[src/rtl/input_conditioner_pkg.sv]
// Shared constants for the push-button input conditioner: debounce
// FSM state encoding and default timing parameters.
package input_conditioner_pkg;

  // Debounce FSM state encoding. Bit 1 set means the accepted level is high.
  localparam logic [1:0] ST_STABLE_LO = 2'b00;
  localparam logic [1:0] ST_WAIT_HI   = 2'b01;
  localparam logic [1:0] ST_STABLE_HI = 2'b11;
  localparam logic [1:0] ST_WAIT_LO   = 2'b10;

  // 50000 cycles is 1 ms at a 50 MHz system clock.
  localparam int unsigned DEFAULT_DEBOUNCE_CYCLES = 50000;
  localparam int unsigned DEFAULT_CNT_WIDTH       = 16;

  // Accepted level for a given state: high in STABLE_HI and WAIT_LO.
  function automatic logic state_level(input logic [1:0] state);
    return state[1];
  endfunction

endpackage : input_conditioner_pkg

[src/rtl/debounce_channel.sv]
// One button channel: two-flop synchronizer, debounce FSM with a
// qualification counter, and registered level / press-pulse outputs.
//
// state     | meaning
// ----------+---------------------------------------------------------
// STABLE_LO | released; waiting for the synchronized input to go high
// WAIT_HI   | input high, counting; any low sample rejects the press
// STABLE_HI | pressed; waiting for the synchronized input to go low
// WAIT_LO   | input low, counting; any high sample cancels the release
module debounce_channel
  import input_conditioner_pkg::*;
#(
  parameter int unsigned DEBOUNCE_CYCLES = DEFAULT_DEBOUNCE_CYCLES,
  parameter int unsigned CNT_WIDTH       = DEFAULT_CNT_WIDTH
) (
  input  logic clk_i,
  input  logic rst_i,
  input  logic in_i,
  output logic level_o,
  output logic pulse_o
);

  // Entry into WAIT already costs one edge, so the window ends at D-2.
  localparam logic [CNT_WIDTH-1:0] CNT_TC = CNT_WIDTH'(DEBOUNCE_CYCLES - 2);

  logic                 s1_q, s2_q;
  logic [1:0]           state_q, state_d;
  logic [CNT_WIDTH-1:0] cnt_q, cnt_d;
  logic                 level_q, level_d;
  logic                 pulse_q, pulse_d;

  // Two-flop synchronizer for the asynchronous button input.
  always_ff @(posedge clk_i or posedge rst_i) begin
    if (rst_i) begin
      s1_q <= 1'b0;
      s2_q <= 1'b0;
    end else begin
      s1_q <= in_i;
      s2_q <= s1_q;
    end
  end

  // Next-state, counter and output decode for the debounce FSM.
  always_comb begin
    state_d = state_q;
    cnt_d   = cnt_q;
    case (state_q)
      ST_STABLE_LO: begin
        if (s2_q) begin
          state_d = ST_WAIT_HI;
          cnt_d   = '0;
        end
      end
      ST_WAIT_HI: begin
        if (!s2_q) begin
          state_d = ST_STABLE_LO;
          cnt_d   = '0;
        end else if (cnt_q == CNT_TC) begin
          state_d = ST_STABLE_HI;
          cnt_d   = '0;
        end else begin
          cnt_d = cnt_q + CNT_WIDTH'(1);
        end
      end
      ST_STABLE_HI: begin
        if (!s2_q) begin
          state_d = ST_WAIT_LO;
          cnt_d   = '0;
        end
      end
      ST_WAIT_LO: begin
        if (s2_q) begin
          state_d = ST_STABLE_HI;
          cnt_d   = '0;
        end else if (cnt_q == CNT_TC) begin
          state_d = ST_STABLE_LO;
          cnt_d   = '0;
        end else begin
          cnt_d = cnt_q + CNT_WIDTH'(1);
        end
      end
      default: begin
        state_d = ST_STABLE_LO;
        cnt_d   = '0;
      end
    endcase
    // Outputs are decoded from the next state so they register alongside it.
    level_d = state_level(state_d);
    pulse_d = (state_q == ST_WAIT_HI) && (state_d == ST_STABLE_HI);
  end

  // FSM, counter and output registers.
  always_ff @(posedge clk_i or posedge rst_i) begin
    if (rst_i) begin
      state_q <= ST_STABLE_LO;
      cnt_q   <= '0;
      level_q <= 1'b0;
      pulse_q <= 1'b0;
    end else begin
      state_q <= state_d;
      cnt_q   <= cnt_d;
      level_q <= level_d;
      pulse_q <= pulse_d;
    end
  end

  assign level_o = level_q;
  assign pulse_o = pulse_q;

endmodule : debounce_channel

[src/rtl/input_conditioner.sv]
// Conditions the two raw push-button inputs into clean levels and
// one-cycle press strobes for the downstream two-input FSM.
module input_conditioner
  import input_conditioner_pkg::*;
#(
  parameter int unsigned DEBOUNCE_CYCLES = DEFAULT_DEBOUNCE_CYCLES,
  parameter int unsigned CNT_WIDTH       = DEFAULT_CNT_WIDTH,
  parameter bit          ACTIVE_LOW_IN   = 1'b1
) (
  input  logic clk,
  input  logic reset,
  input  logic btn1_raw,
  input  logic btn2_raw,
  output logic w1,
  output logic w2,
  output logic w1_pulse,
  output logic w2_pulse
);

  logic btn1_in, btn2_in;

  // Board keys are active-low; normalize to 1 = pressed before synchronizing.
  assign btn1_in = ACTIVE_LOW_IN ? ~btn1_raw : btn1_raw;
  assign btn2_in = ACTIVE_LOW_IN ? ~btn2_raw : btn2_raw;

  debounce_channel #(
    .DEBOUNCE_CYCLES (DEBOUNCE_CYCLES),
    .CNT_WIDTH       (CNT_WIDTH)
  ) u_ch1 (
    .clk_i   (clk),
    .rst_i   (reset),
    .in_i    (btn1_in),
    .level_o (w1),
    .pulse_o (w1_pulse)
  );

  debounce_channel #(
    .DEBOUNCE_CYCLES (DEBOUNCE_CYCLES),
    .CNT_WIDTH       (CNT_WIDTH)
  ) u_ch2 (
    .clk_i   (clk),
    .rst_i   (reset),
    .in_i    (btn2_in),
    .level_o (w2),
    .pulse_o (w2_pulse)
  );

endmodule : input_conditioner

[config.mk]
export PLATFORM = sky130hd
export DESIGN_NAME = input_conditioner
export DESIGN_NICKNAME = d
export VERILOG_FILES = /design/src/rtl/input_conditioner_pkg.sv /design/src/rtl/debounce_channel.sv /design/src/rtl/input_conditioner.sv
export SDC_FILE = /design/constraint.sdc
export NUM_CORES = 1
export LEC_CHECK = 0
export CAP_MARGIN = 20
export CORE_UTILIZATION = 43
export DETAILED_ROUTE_END_ITERATION = 8
export DONT_BUFFER_PORTS = 1
export PLACE_DENSITY_LB_ADDON = 0.08
export SLEW_MARGIN = 25
export SYNTH_ARGS = -nofsm -noshare
export SYNTH_HDL_FRONTEND = slang
export SYNTH_SLANG_ARGS = --single-unit
[constraint.sdc]
create_clock -name clk -period 2.7 [get_ports clk]
set_input_delay 0.54 -clock clk [delete_from_list [all_inputs] [get_ports clk]]
set_output_delay 0.54 -clock clk [all_outputs]
set_load 0.01 [all_outputs]
==> results.cfg, run 1 <==
[run_status]
status = completed

[critical_path]
path_cells = inv_1 -> ha_1 -> mux2_4 -> or3_1 -> nor3b_1 -> xnor2_1 -> nor2_1
r2r_cells = 7
reg2reg_setup_slack_ns = 0.45
startpoint_type = register
slowest_stage = dfrtp_1
slowest_delay_ns = 0.48
crit_type = reg -> reg
worstReg2RegStart = u_ch1.level_o$_DFF_PP0_
r2r_end = u_ch1.cnt_q[14]$_DFFE_PP0P_
critPathArrivalTime_ns = 2.44
crit_path_end_kind = register
path_max_fanout = 9
crit_required_ns = 2.89

[global_route]
grt_max_degree = 23
grt_util_all_layers = 0.165
first_global_vias = 1637
use_met3 = 0.0467
met2_usage = 0.255
met1_usage = 0.227
antenna_found_initial = 0
grt_pass1_wl_um = 7620
gr-max-usage-layer = met2
gr-total-overflow = 0

[logic_synthesis]
synthSimpleGateAreaFrac = 0.259
synth.area.mux_share = 0.0249
synthAdderAreaFrac = 0.0740
synth_common_cells = dfrtp_1, nor2_1, nand2_1
syn_avg_cell_area_um2 = 9.66
ys_top_cells_by_area = dfrtp_1, ha_1, nor2_1, xor2_1, nand2_1
ys_ff_latch = 42
async_reset_ff_frac = 1.00
seq_area_frac_synth = 0.444
synth_top_area_frac = 0.444
synth.distinct_cells = 42
synth_nets = 263
synth_edf_count = 0
synth_top_family_by_area = simple AND/OR/NAND/NOR gates
synth.most_common_cell = dfrtp_1
synth_compound_area_frac = 0.0788
synth_xor_area_frac = 0.0851
synthCells = 245
synth-main-ff-cell = dfrtp_1
yosys.area.top_type = dfrtp_1
synth_area_um2 = 2370
yosysWarnings = 0

[die]
num_rows = 26
chipWidth_um = 76.2
start_util = 0.455
die_area_um2 = 5800
die_h_um = 76.2
ios = 8
core-area_um2 = 5200

[cts]
cts_buffer_depth = 2
cts-htree-levels = 2
cts_tree = built
cts.clk_slew.worst_paths_ns = 0.08
insertion_delay_ns = 0.30
postCtsResizedCells = 0
cts_root_buffer = clkbuf_8
cts_setup_buffers = 0
numCtsBuffers = 5
cts_hold_buf = 0
cts_num_sinks = 42

[power]
p_per_area_nw_per_um2 = 609
leakage_uw = 0.00116
ir_worst_vdd_mv = 0.212
fin_total_pwr_uw = 1560

[cells_and_area]
area_delta_synth_final_pct = 8.25
nets = 269
drive_above_1_share = 0.0833
final_util = 0.492
diodes = 0
nFillCells = 477
final_cells = 322

[sta]
slew_violations = 0
max_freq_mhz = 444
tns_ns = 0
maxSlewHeadroom = 0.478
finalClockSkew_ns = 0.00886
worstMarginPinSlew_ns = 0.778
final.period_utilization = 0.833
grt_setup_unrepaired = no
fin_crit_ns = 2.25
hold_viol_final = 0
setup_violations = 0

[detailed_routing]
wl_um = 4400
wire_per_inst_um = 13.7
remaining_drc_errors = 0
antenna_left = 0
vias = 1707
firstDrtPassIters = 4
vias_per_cell = 5.30
drtIter0Drc = 70

[place]
place_congestion = 0.774
post-place-cells = 314
hpwl_um = 2970
io_buffers = 0

[worst_hold_path]
hold_path.class = in -> async

[flow_run]
max_cap_viol_count = 0
==> per-stage QoR <==
stage,area [um^2],hold slack (ns),setup slack (ns)
CTS,2560,0.190,0.454
global placement,2450,0.332,0.491
floorplan,2370,0.331,0.650
detailed placement,2450,0.336,0.489
finish,2560,0.164,0.450
global route,2560,0.202,0.287
==> routing by layer <==
metal,vias up,share of wire,wire [um]
met1,827,0.51,2240
met2,21,0.45,2000
met3,5,0.026,113
met5,-,0,0
li1,854,-,-
met4,0,0.010,45
==> cell usage in the layout (no fill, tap or decap), types with 8 or more instances in the layout <==
cell      n
nand3_1  13
inv_1    15
dfrtp_1  42
o21ai_0   9
xor2_1   14
xnor2_1   9
nand4_1   8
nor2_1   33
nand2_1  23
ha_1     14
==> power by group <==
| part | total (uW) | leakage [uW] | switching [uW] | internal [uW] |
|---|---|---|---|---|
| sequential | 695 | 0.000573 | 37.6 | 658 |
| clock | 504 | 0.0000524 | 227 | 277 |
| combinational | 361 | 0.000531 | 236 | 125 |
==> sequential cells by signal, summed over array words and instances (netlist names) <==
| name | cells |
|---|---|
| u_ch2.state_q | 1 |
| u_ch2.s2_q | 1 |
| u_ch2.s1_q | 1 |
| u_ch1.pulse_o | 1 |
| u_ch1.state_q | 1 |
| u_ch1.cnt_q | 16 |
| u_ch2.pulse_o | 1 |
| u_ch1.level_o | 1 |
| u_ch1.s2_q | 1 |
| u_ch2.level_o | 1 |
| u_ch2.cnt_q | 16 |
| u_ch1.s1_q | 1 |
==> kinds of logic after synthesis <==
kind of cell             Yosys count
AND/OR/NAND/NOR                  113
buffers and inverters             20
flip-flops                        42
XOR/XNOR                          23
adder cells (fa/ha/maj)           14
multiplexers                       5
AO/OA/AOI/OAI                     28
==> area by class of cell <==
class,instances,area [um^2],share of cell area
Clock inverter,1,30.0,0.0117
Sequential cell,42,1050,0.410
Timing Repair Buffer,3,22.5,0.00879
Clock buffer,7,76.3,0.0298
Inverter,16,60.1,0.0234
Multi-Input combinational cell,183,1230,0.482
Tap cell,70,87.6,0.0342
==> worst max-delay path, delay by kind of cell (launching register included) <==
family | cells | cell delay, ns
buffers and inverters | 1 | 0.15
DFF | 1 | 0.48
muxes | 1 | 0.33
adders and majority gates | 1 | 0.23
and+or+nand+nor | 3 | 0.78
xor gates and xnor gates | 1 | 0.16
==> how the worst max path moves through the flow <==
stage | startpoint | to | slack, ns | cells after the start
floorplan | u_ch1.level_o$_DFF_PP0_ | u_ch1.cnt_q[14]$_DFFE_PP0P_ | 0.65 | 7
global placement | u_ch2.level_o$_DFF_PP0_ | u_ch2.cnt_q[10]$_DFFE_PP0P_ | 0.49 | 7
detailed placement | u_ch1.level_o$_DFF_PP0_ | u_ch1.cnt_q[14]$_DFFE_PP0P_ | 0.49 | 7
CTS | u_ch1.level_o$_DFF_PP0_ | u_ch1.cnt_q[15]$_DFFE_PP0P_ | 0.45 | 7
global route | u_ch1.level_o$_DFF_PP0_ | u_ch1.cnt_q[15]$_DFFE_PP0P_ | 0.29 | 7
finish | u_ch1.level_o$_DFF_PP0_ | u_ch1.cnt_q[14]$_DFFE_PP0P_ | 0.45 | 7
No activity file was read; power rests on OpenSTA's default activity.
==> run 2, diff against run 1 <==
==> constraint.sdc (replaced) <==
create_clock -name clk -period 1.9 [get_ports clk]
set_input_delay 0.38 -clock clk [delete_from_list [all_inputs] [get_ports clk]]
set_output_delay 0.38 -clock clk [all_outputs]
set_load 0.01 [all_outputs]
==> results.cfg, run 2 (synthesized netlist as in run 1, its figures left out) <==
[cells_and_area]
diodes = 0
multi_input_comb_area_um2 = 1320
nFillCells = 472
regArea_um2 = 1050
stdcell_area_um2 = 2940
area_delta_synth_final_pct = 24.2
nets = 307
drive_above_1_share = 0.266
reg_top3 = u_ch1.cnt_q (16), u_ch2.cnt_q (16)
final_cells = 360
layout_common_cells = buf_4, dfrtp_1, nor2_1

[die]
die_area_um2 = 5800
start_util = 0.455
chipWidth_um = 76.2
core-area_um2 = 5200
die_h_um = 76.2
ios = 8
num_rows = 26

[cts]
cts.clk_slew.worst_paths_ns = 0.08
cts_root_buffer = clkbuf_8
cts_hold_buf = 0
cts-htree-levels = 2
cts_num_sinks = 42
cts_buffer_depth = 2
insertion_delay_ns = 0.29
cts_tree = built
numCtsBuffers = 5

[global_route]
gr-max-usage-layer = met2
antenna_found_initial = 0
grt_pass1_wl_um = 8060
gr-total-overflow = 0
use_met3 = 0.0323
first_global_vias = 1767
met2_usage = 0.285
grt_max_degree = 43
met1_usage = 0.227
grt_util_all_layers = 0.172

[sta]
maxSlewHeadroom = 0.645
fin_crit_ns = 1.86
layout_setup_ws_ns = 0.0425
setup_violations = 0
grt_setup_unrepaired = yes
finalClockSkew_ns = 0.00607
slew_violations = 0
tns_ns = 0
hold_viol_final = 0
max_freq_mhz = 538
final.period_utilization = 0.978
worstMarginPinSlew_ns = 0.532

[critical_path]
critPathArrivalTime_ns = 2.07
crit_required_ns = 2.11
crit_type = reg -> reg
crit_path_end_kind = register
startpoint_type = register
r2r_cells = 6
r2r_end = u_ch2.pulse_o$_DFF_PP0_
worstReg2RegStart = u_ch2.cnt_q[7]$_DFFE_PP0P_
path_max_fanout = 6
reg2reg_setup_slack_ns = 0.04

[flow_run]
max_cap_viol_count = 0

[detailed_routing]
antenna_left = 0
drtIter0Drc = 112
vias = 1808
vias_per_cell = 5.02
wire_per_inst_um = 12.9
firstDrtPassIters = 4
wl_um = 4650
remaining_drc_errors = 0

[place]
post-place-cells = 347
io_buffers = 0
place_congestion = 0.779
placed_cell_area_um2 = 2740
dp_slack_ns = -0.0373
hpwl_um = 3200

[power]
switching_share = 0.315
p_sw_uw = 740
p_per_area_nw_per_um2 = 799
seqPwrFrac = 0.414
ir_worst_vdd_mv = 0.570
leakage_uw = 0.00141
p_int_uw = 1610
clock_power_share = 0.298
comb_power_share = 0.288
fin_total_pwr_uw = 2350

[worst_hold_path]
hold_path.class = in -> async

[run_status]
status = completed
==> run 2: cell type report <==
cell class,count,area share
Multi-Input combinational cell,183,0.451
Sequential cell,42,0.358
Timing Repair Buffer,41,0.105
Tap cell,70,0.0298
Clock buffer,7,0.0260
Inverter,16,0.0204
Clock inverter,1,0.0102
==> run 2: metal layers <==
| metal | routed length (um) | part of all wire |
|---|---|---|
| met3 | 71 | 0.015 |
| met1 | 2290 | 0.49 |
| met4 | 46 | 0.0099 |
| met5 | 0 | 0 |
| met2 | 2240 | 0.48 |
==> run 2: per-stage QoR <==
stage               utilization  hold WS, ns
CTS                       0.548        0.109
global route              0.564        0.121
detailed placement        0.527        0.335
global placement          0.527        0.333
floorplan                     -        0.331
finish                    0.564       0.0945
==> run 2: worst max-delay path by stage <==
stage,startpoint,end,cells past startpoint
after floorplan,u_ch1.level_o$_DFF_PP0_,u_ch1.cnt_q[14]$_DFFE_PP0P_,7
after global placement,u_ch2.cnt_q[7]$_DFFE_PP0P_,u_ch2.pulse_o$_DFF_PP0_,5
after detailed placement,u_ch2.cnt_q[7]$_DFFE_PP0P_,u_ch2.pulse_o$_DFF_PP0_,5
after CTS,u_ch1.level_o$_DFF_PP0_,u_ch1.cnt_q[14]$_DFFE_PP0P_,6
after global routing,u_ch2.cnt_q[7]$_DFFE_PP0P_,u_ch2.pulse_o$_DFF_PP0_,6
final,u_ch2.cnt_q[7]$_DFFE_PP0P_,u_ch2.pulse_o$_DFF_PP0_,6
==> run 2: power by group through the flow <==
| stage | registers (uW) | clock network [uW] | logic [uW] |
|---|---|---|---|
| after floorplan | 988 | 0 | 434 |
| after global placement | 984 | 0 | 636 |
| after detailed placement | 987 | 0 | 637 |
| after CTS | 969 | 735 | 648 |
| after global routing | 978 | 759 | 759 |
| final | 972 | 698 | 676 |
==> run 2: what timing repair did <==
item,CTS,global route
cloned,0,0
endpoints found under the setup margin,25,22
buffers inserted,0,5
gates resized for setup,1,13
pin swaps,1,7
==> run 2: worst max-delay path, stage by stage (launching register included) <==
cell and delay [ns]:
dfrtp_1 0.38, or4b_4 0.55, nor4_4 0.14, buf_4 0.18
nor3_2 0.04, a211o_1 0.28, a221oi_2 0.21
==> run 3, diff against run 2 <==
--- a/config.mk
+++ b/config.mk
@@ -6,6 +6,7 @@
 export NUM_CORES = 1
 export LEC_CHECK = 0
 export CAP_MARGIN = 20
+export CORE_MARGIN = 10
 export CORE_UTILIZATION = 43
 export DETAILED_ROUTE_END_ITERATION = 8
 export DONT_BUFFER_PORTS = 1
==> results.cfg, run 3 (synthesized netlist as in run 1, its figures left out) <==
[detailed_routing]
wl_um = 4680
remaining_drc_errors = 0
wire_per_inst_um = 13.0
drtIter0Drc = 50
firstDrtPassIters = 4
vias = 1786
vias_per_cell = 4.96
antenna_left = 0

[sta]
slew_violations = 0
final.period_utilization = 0.983
setup_violations = 0
max_freq_mhz = 535
finalClockSkew_ns = 0.00469
grt_setup_unrepaired = yes
hold_viol_final = 0
maxSlewHeadroom = 0.639
whs_ns = 0.0986
fin_crit_ns = 1.87
worstMarginPinSlew_ns = 0.541

[critical_path]
path_buf_inv = 1
cp-startpoint = u_ch2.cnt_q[7]$_DFFE_PP0P_
worstReg2RegStart = u_ch2.cnt_q[7]$_DFFE_PP0P_
startpoint_type = register
path_max_fanout = 6
slowest_stage = or4b_4
crit_required_ns = 2.11
path_cells = or4b_4 -> nor4_4 -> buf_4 -> nor3_2 -> a211o_1 -> a221oi_2
path_delay_family = simple AND/OR/NAND/NOR gates
slowest_delay_ns = 0.55
crit_path_end_kind = register
critPathArrivalTime_ns = 2.08
crit_type = reg -> reg

[run_status]
status = completed

[place]
hpwl_um = 3310
place_congestion = 0.765
io_buffers = 0

[cts]
numCtsBuffers = 5
insertion_delay_ns = 0.29
cts.clk_slew.worst_paths_ns = 0.08
cts_root_buffer = clkbuf_8
cts_num_sinks = 42
cts_tree = built
cts_buffer_depth = 2
cts-htree-levels = 2

[global_route]
grt_max_degree = 43
gr-total-overflow = 0
grt_pass1_wl_um = 8220
grt_util_all_layers = 0.114
first_global_vias = 1816
antenna_found_initial = 0

[power]
p_per_area_nw_per_um2 = 767
leakage_uw = 0.00139
ir_worst_vdd_mv = 0.407

[die]
chipWidth_um = 94.2
ios = 8
die_h_um = 94.2
start_util = 0.455
num_rows = 26
core-area_um2 = 5200
die_area_um2 = 8870

[cells_and_area]
reg_top3 = u_ch1.cnt_q (16), u_ch2.cnt_q (16)
final_util = 0.559
layout_common_cells = buf_4, dfrtp_1, nor2_1
area_delta_synth_final_pct = 23.1
diodes = 0
nets = 307
drive_above_1_share = 0.259

[flow_run]
max_cap_viol_count = 0

[worst_hold_path]
hold_path.class = in -> async
run 3: per-layer routing:
metal  part of all wire  routed length, um  global-route usage  vias up
met5                  0                  0                   0        -
met4              0.014                 67              0.0418        0
met3              0.021                 96              0.0264        6
met2               0.47               2200               0.191       10
met1               0.49               2310               0.140      836
li1                   -                  -                   -      934
run 3: worst register-to-register path, stage by stage, from the launching register on:
cell      delay, ns
dfrtp_1        0.38
or4b_4         0.55
nor4_4         0.13
buf_4          0.18
nor3_2         0.04
a211o_1        0.29
a221oi_2       0.22
run 3: final cells by class:
class                      instances  area, um^2
clock inverter                     2        12.5
multi-input combinational        183        1310
sequential                        42        1050
fill                             465        2290
inverter                          16        60.1
clock buffer                       6        82.6
tap                               70        87.6
timing repair buffer              41         308
run 3: per-stage QoR:
stage / TNS (ns) / total power, uW / area, um^2 / instances / setup WS [ns]
6_report: 0 / 2230 / 2910 / 360 / 0.0316
5_1_grt: -0.0795 / 2400 / 2910 / 360 / -0.0431
4_1_cts: 0 / 2260 / 2850 / 356 / 0.00720
3_5_place_dp: -0.237 / 1630 / 2740 / 347 / -0.0812
3_3_place_gp: -0.0262 / 1620 / 2740 / 347 / -0.0194
2_1_floorplan: -0.0208 / 1420 / 2410 / 245 / -0.0208
run 3: power by group:
part | switching [uW] | internal, uW | total, uW
logic | 387 | 269 | 657
clock network | 314 | 292 | 607
registers | 34.9 | 934 | 969
run 3: path summary, 6_finish.rpt:
check | to | slack (ns) | depth (start not counted)
worst max-delay path | u_ch2.pulse_o$_DFF_PP0_ | 0.03 | 6
worst min-delay path | u_ch1.s2_q$_DFF_PP0_ | 0.1 | 2
worst max register to register | u_ch2.pulse_o$_DFF_PP0_ | 0.03 | 6
worst min register to register | u_ch2.s2_q$_DFF_PP0_ | 0.35 | 0
max in group asynchronous | u_ch1.level_o$_DFF_PP0_ | 1.41 | 2
min in group clk | u_ch2.s1_q$_DFF_PP0_ | 0.13 | 1
run 3: repair_timing:
action                     CTS  global route
pin swaps                    1             5
gates resized for setup      1             9
buffers inserted             1             4
setup endpoints to repair   19            12
hold buffers                 0             0
